`src/rtl/control_sequencer.sv`:
```
// Five-step microcode sequencer for the 8-bit CPU: fetch in steps 0-1, execute in 2-4.
// Strobes are a combinational, active-low decode of the step, opcode and flags.
module control_sequencer #(
  parameter int unsigned NUM_STEPS = 5,
  parameter int unsigned OPC_W     = 4
) (
  input  logic             i_clk,
  input  logic             i_rstn,
  input  logic [OPC_W-1:0] i_opcode,
  input  logic             i_zero,
  input  logic             i_carry,
  input  logic             i_pc_overflow,
  output logic             o_pc_cntn,
  output logic             o_pc_den,
  output logic             o_pc_din,
  output logic             o_mar_inn,
  output logic             o_ram_den,
  output logic             o_ir_inn,
  output logic             o_ir_den,
  output logic             o_a_inn,
  output logic             o_a_den,
  output logic             o_b_inn,
  output logic             o_alu_den,
  output logic             o_flags_inn,
  output logic [2:0]       o_step,
  output logic             o_halt
);

  localparam logic [2:0] S_T0   = 3'd0;
  localparam logic [2:0] S_T1   = 3'd1;
  localparam logic [2:0] S_T2   = 3'd2;
  localparam logic [2:0] S_T3   = 3'd3;
  localparam logic [2:0] S_T4   = 3'd4;
  localparam logic [2:0] S_LAST = 3'(NUM_STEPS - 1);

  localparam logic [OPC_W-1:0] OP_LDA = OPC_W'(1);
  localparam logic [OPC_W-1:0] OP_ADD = OPC_W'(2);
  localparam logic [OPC_W-1:0] OP_JMP = OPC_W'(3);
  localparam logic [OPC_W-1:0] OP_JZ  = OPC_W'(4);
  localparam logic [OPC_W-1:0] OP_JC  = OPC_W'(5);
  localparam logic [OPC_W-1:0] OP_HLT = OPC_W'(15);

  logic [2:0] step_q, step_d;
  logic       halt_q, halt_d;
  logic       strobe_en_c;
  logic       jump_c;
  logic en_pc_cnt, en_pc_den, en_pc_din, en_mar_in, en_ram_den, en_ir_in;
  logic en_ir_den, en_a_in, en_b_in, en_alu_den, en_flags_in;

  // State register
  always_ff @(posedge i_clk or negedge i_rstn) begin
    if (!i_rstn) begin
      step_q <= S_T0;
      halt_q <= 1'b0;
    end else begin
      step_q <= step_d;
      halt_q <= halt_d;
    end
  end

  // Next state: halting freezes the step at the step in which halt was taken
  always_comb begin
    step_d = step_q;
    halt_d = halt_q;
    if (!halt_q) begin
      if ((step_q == S_T1 && i_pc_overflow) || (step_q == S_T2 && i_opcode == OP_HLT)) begin
        halt_d = 1'b1;
      end else if (step_q == S_LAST) begin
        step_d = S_T0;
      end else begin
        step_d = step_q + 3'd1;
      end
    end
  end

  assign jump_c = (i_opcode == OP_JMP) || (i_opcode == OP_JZ && i_zero) ||
                  (i_opcode == OP_JC && i_carry);

  // Active-high microcode decode
  always_comb begin
    en_pc_cnt   = 1'b0;
    en_pc_den   = 1'b0;
    en_pc_din   = 1'b0;
    en_mar_in   = 1'b0;
    en_ram_den  = 1'b0;
    en_ir_in    = 1'b0;
    en_ir_den   = 1'b0;
    en_a_in     = 1'b0;
    en_b_in     = 1'b0;
    en_alu_den  = 1'b0;
    en_flags_in = 1'b0;
    case (step_q)
      S_T0: begin
        en_pc_den = 1'b1;
        en_mar_in = 1'b1;
      end
      S_T1: begin
        en_ram_den = 1'b1;
        en_ir_in   = 1'b1;
        en_pc_cnt  = 1'b1;
      end
      S_T2: begin
        if (i_opcode == OP_LDA || i_opcode == OP_ADD) begin
          en_ir_den = 1'b1;
          en_mar_in = 1'b1;
        end else if (jump_c) begin
          en_ir_den = 1'b1;
          en_pc_din = 1'b1;
        end
      end
      S_T3: begin
        if (i_opcode == OP_LDA) begin
          en_ram_den = 1'b1;
          en_a_in    = 1'b1;
        end else if (i_opcode == OP_ADD) begin
          en_ram_den = 1'b1;
          en_b_in    = 1'b1;
        end
      end
      S_T4: begin
        if (i_opcode == OP_ADD) begin
          en_alu_den  = 1'b1;
          en_a_in     = 1'b1;
          en_flags_in = 1'b1;
        end
      end
      default: ;
    endcase
  end

  // Reset and halt force every strobe inactive regardless of decode
  assign strobe_en_c = i_rstn & ~halt_q;

  assign o_pc_cntn   = ~(en_pc_cnt   & strobe_en_c);
  assign o_pc_den    = ~(en_pc_den   & strobe_en_c);
  assign o_pc_din    = ~(en_pc_din   & strobe_en_c);
  assign o_mar_inn   = ~(en_mar_in   & strobe_en_c);
  assign o_ram_den   = ~(en_ram_den  & strobe_en_c);
  assign o_ir_inn    = ~(en_ir_in    & strobe_en_c);
  assign o_ir_den    = ~(en_ir_den   & strobe_en_c);
  assign o_a_inn     = ~(en_a_in     & strobe_en_c);
  assign o_a_den     = 1'b1;
  assign o_b_inn     = ~(en_b_in     & strobe_en_c);
  assign o_alu_den   = ~(en_alu_den  & strobe_en_c);
  assign o_flags_inn = ~(en_flags_in & strobe_en_c);

  assign o_step = step_q;
  assign o_halt = halt_q;

endmodule

```
`config.mk`:
```
export PLATFORM = sky130hd
export DESIGN_NAME = control_sequencer
export DESIGN_NICKNAME = d
export VERILOG_FILES = /design/src/rtl/control_sequencer.sv
export SDC_FILE = /design/constraint.sdc
export NUM_CORES = 1
export LEC_CHECK = 0
export CAP_MARGIN = 40
export CORE_AREA = 2 2 39 41
export DETAILED_ROUTE_END_ITERATION = 8
export DIE_AREA = 0 0 41 43
export GPL_TIMING_DRIVEN = 0
export PLACE_DENSITY = 0.76
export SYNTH_ARGS = -nofsm -noshare
export SYNTH_HDL_FRONTEND = slang
export SYNTH_SLANG_ARGS = --single-unit
```
`constraint.sdc`:
```
create_clock -name i_clk -period 4 [get_ports i_clk]
set_clock_uncertainty 0.1 [all_clocks]
set_input_delay 0.6 -clock i_clk [delete_from_list [all_inputs] [get_ports i_clk]]
set_output_delay 0.6 -clock i_clk [all_outputs]
set_load 0.01 [all_outputs]
```
# After elaboration in Yosys (flattened, before gate mapping)
# Cells that the tools add are included.
totals:
  regBits: 4
  wordCells: 64
  out_inout_bits: 16
  inputBits: 9
classes:
  muxes: 20
  addsub: 1
  reduce_logical: 10
  eq_ne: 10
  bitwise_logic: 21
ops:
  columns: ["cell", "count"]
  rows:
  - ["2-to-1 mux 1 bit", 16]
  - ["inverter 1 bit", 11]
  - ["bitwise AND 1 bit", 10]
  - ["equality test 4 x 2 -> 1 bit (second input constant)", 2]
  - ["equality test 4 x 3 -> 1 bit (second input constant)", 2]
  - ["equality test 3 x 2 -> 1 bit (second input constant)", 2]
  - ["case mux 1 bit (2 select lines)", 3]
  - ["equality test 4 x 1 -> 1 bit (second input constant)", 1]
  - ["equality test 4 bit (second input constant)", 1]
  - ["logical AND 1 bit", 4]
  - ["logical OR 1 bit", 4]
  - ["adder 3 x 1 -> 3 bit (second input constant)", 1]
  - ["equality test 3 x 1 -> 1 bit (second input constant)", 1]
  - ["equality test 3 bit (second input constant)", 1]
  - ["zero test 3 bit", 1]
  - ["2-to-1 mux 3 bit", 1]
  - ["AND reduction 2 bit", 1]

# Logic depth before layout (Yosys ltp)
depth:
  word_depth: 9
  ltp_mapped: 6
  mapped_depth_nobuf: 5

# Least setup slack after synthesis
# No wires, ideal clock.
synth_path:
  kind: "input to output"
  startpoint: "input i_rstn"
  endpoint: "output o_flags_inn"
  slack_ns: 1.961
  cell_stages: 4
  t_arrival_ns: 1.339
  cell_sequence: "nand2b_1 -> nor4_1 -> nand3_1 -> buf_4"
synth_between:
  elab_chain_len: 3
synth_rtl:
  columns: ["item", "line_no", "rtl"]
  rows:
  - ["start: declaration", "8", "input logic i_rstn,"]
  - ["bitwise AND 1 bit", "132", "assign strobe_en_c = i_rstn & ~halt_q;"]
  - ["bitwise AND 1 bit", null, null]
  - ["inverter 1 bit", null, null]
  - ["end: declaration", "24", "output logic o_flags_inn,"]
# Every way passes these cells.

# Final worst setup path
layout_path:
  startpoint: "input i_rstn"
  endpoint: "output o_flags_inn"
layout_between:
  elab_chain_len: 3
layout_rtl:
  columns: ["item", "line_no", "rtl"]
  rows:
  - ["bitwise AND 1 bit", "132", null]
  - ["bitwise AND 1 bit", "145", "assign o_flags_inn = ~(en_flags_in & strobe_en_c);"]
  - ["inverter 1 bit", "145", null]
# Every way passes these cells.

==> flow_summary.json <==
{
  "tns_ps": 0,
  "cts_setup_buffers": 0,
  "netlist_top_cells_area": "dfrtp_1 20%, ha_1 12%, nand2b_1 6.2%",
  "synth_edf_count": 0,
  "ctsHoldBuffers": 0,
  "finalCritPeriodShare": 0.776,
  "drt_iter0_markers": 10,
  "drt-vias-per-instance": 5.01,
  "synth_fp_nets": 74,
  "cts_buffer_depth": 2,
  "synth_most_common_cell": "nand2_1",
  "ir_drop_mv": 0.417,
  "path_buf_inv": 3,
  "first_global_vias": 429,
  "htreeDepth": 1,
  "syn_area_sq_um": 508,
  "cts_tree": "yes",
  "antenna_found_initial": 0,
  "max_cap_viol_count": 0,
  "gr-total-overflow": 0,
  "pre_cts_ws_ps": 861,
  "power_density_nw_per_um2": 410,
  "io_buffers": 23,
  "die_w_microns": 41,
  "status": "completed",
  "cts_resized": 0,
  "clkTransAtPathRegs_ps": 40,
  "worstSetupPathType": "primary input to primary output",
  "die-area_sq_um": 1760,
  "design.portCount": 25,
  "path_depth": 6,
  "seqCellArea_sq_um": 100,
  "slowest_delay_ps": 580,
  "wl_mm": 1.17,
  "synthArstFlopShare": 1.00,
  "ys_seq_area_frac": 0.197,
  "drv_slew": 0,
  "drive_above_1_share": 0.163,
  "wl_per_cell_microns": 11.4,
  "r2r_cells": 5,
  "grt_setup_unrepaired": "false",
  "synthDistinctLibCells": 28,
  "start_util": 0.367,
  "crit_top_cell": "clkdlybuf4s50_1",
  "path_cells": "clkdlybuf4s50_1 > nand2b_1 > nor4_1 > nand3_1 > buf_4 > clkdlybuf4s50_1",
  "finalSetupViolations": 0,
  "cp-end-kind": "primary output",
  "core_sq_um": 1380,
  "synth_top_area_share": 0.197,
  "vias": 511,
  "utilization": 0.564,
  "final_antenna_net_count": 0,
  "fillers": 135,
  "multi_input_area_sq_um": 359,
  "grt_usage": 0.146,
  "fin_nets": 102,
  "worst-r2r-setup-slack_ps": 2190,
  "clkLatencyLatePin_ps": 240,
  "cp_slowest_cell": "clkdlybuf4s50_1",
  "start_kind": "primary input",
  "cp_data_required_time_ps": 3300,
  "dr.pass1.iters": 2,
  "fmax_ghz": 0.322,
  "critPathTopFamily": "buffers and inverters",
  "area_growth_pct": 53.7,
  "fin_crit_ps": 3100,
  "hold_viol_final": 0,
  "die_height_microns": 43,
  "dpl.hpwl_microns": 933,
  "worst_slack_ps": 897,
  "cts-root-buf": "clkbuf_4",
  "r2r_end": "o_step[0]",
  "leakagePower_nw": 0.306,
  "crit_fanout": 5,
  "gp_congestion": 0.746,
  "r2r-start": "o_step[0]",
  "synth.largest_area_cell": "dfrtp_1",
  "hp-class": "primary input to asynchronous set/reset pin",
  "drc": 0,
  "ys_seq_elements": 4,
  "cts.sinks": 4,
  "yosys-top-cells-count": "6 x nand2_1, 5 x ha_1, 5 x nand2b_1",
  "rows": 14,
  "n_antenna_cell": 0,
  "cp.arrival_ps": 2400,
  "grt_pass1_wl_mm": 1.80,
  "cts_buffers": 3,
  "grt_max_degree": 11,
  "avgSynthCellArea_sq_um": 8.47,
  "syn_inst": 60,
  "synth_ff_type": "dfrtp_1",
  "yosysWarnings": 0
}
sequential cells by signal, summed over array words and instances, names as in the netlist:
| register | cells |
|---|---|
| o_step | 3 |
| o_halt | 1 |
cell families (layout without fill, tap and decap cells):
group           count (synthesis)  in the layout  synth area share
simple gates                   26             26             0.313
flops                           4              4             0.197
other cells                     1              1           0.00738
compound gates                 13             13             0.197
fa+ha+maj                       5              5             0.123
mux                             2              2            0.0493
buf+inv                         8             34            0.0960
xor+xnor                        1              1            0.0172
metal layers:
layer	wire length, microns	global-route usage
met3	52	0.0628
met4	0	0
met5	0	0
met1	550	0.212
met2	563	0.213
report_power, final:
group,switching (mW),internal (mW)
combinational,0.0930,0.104
sequential,0.0186,0.0549
clock,0.0161,0.0335
cell usage in the layout, fill, tap and decap left out, types with 3 or more instances in the layout:
cell type         n
a21oi_1           3
buf_4             3
clkbuf_4          3
clkdlybuf4s50_1  23
dfrtp_1           4
ha_1              5
inv_1             4
nand2_1           6
nand2b_1          5
nand3_1           3
o21ai_0           3
metrics by stage:
| step | cell area, sq um | instances | total power [mW] | hold slack (ps) |
|---|---|---|---|---|
| 4_1_cts | 781 | 102 | 0.323 | 477 |
| 6_report | 781 | 102 | 0.320 | 477 |
| 3_3_place_gp | 758 | 99 | 0.266 | 469 |
| 2_1_floorplan | 508 | 60 | 0.202 | 204 |
| 3_5_place_dp | 758 | 99 | 0.271 | 479 |
| 5_1_grt | 781 | 102 | 0.348 | 481 |
area by class of cell:
| type | instances | area share |
|---|---|---|
| Timing Repair Buffer | 23 | 0.295 |
| Inverter | 4 | 0.0192 |
| Tap cell | 16 | 0.0256 |
| Buffer | 4 | 0.0433 |
| Multi-Input combinational cell | 48 | 0.460 |
| Sequential cell | 4 | 0.128 |
| Clock buffer | 3 | 0.0288 |
worst max-delay path by stage:
stage	startpoint	endpoint	slack, ps
after global placement	i_rstn	o_flags_inn	900
after detailed placement	i_rstn	o_flags_inn	860
after CTS	i_rstn	o_flags_inn	870
after floorplan	i_rstn	o_flags_inn	1960
after global routing	i_rstn	o_flags_inn	700
final	i_rstn	o_flags_inn	900
Power figures use the tool's default switching activity.
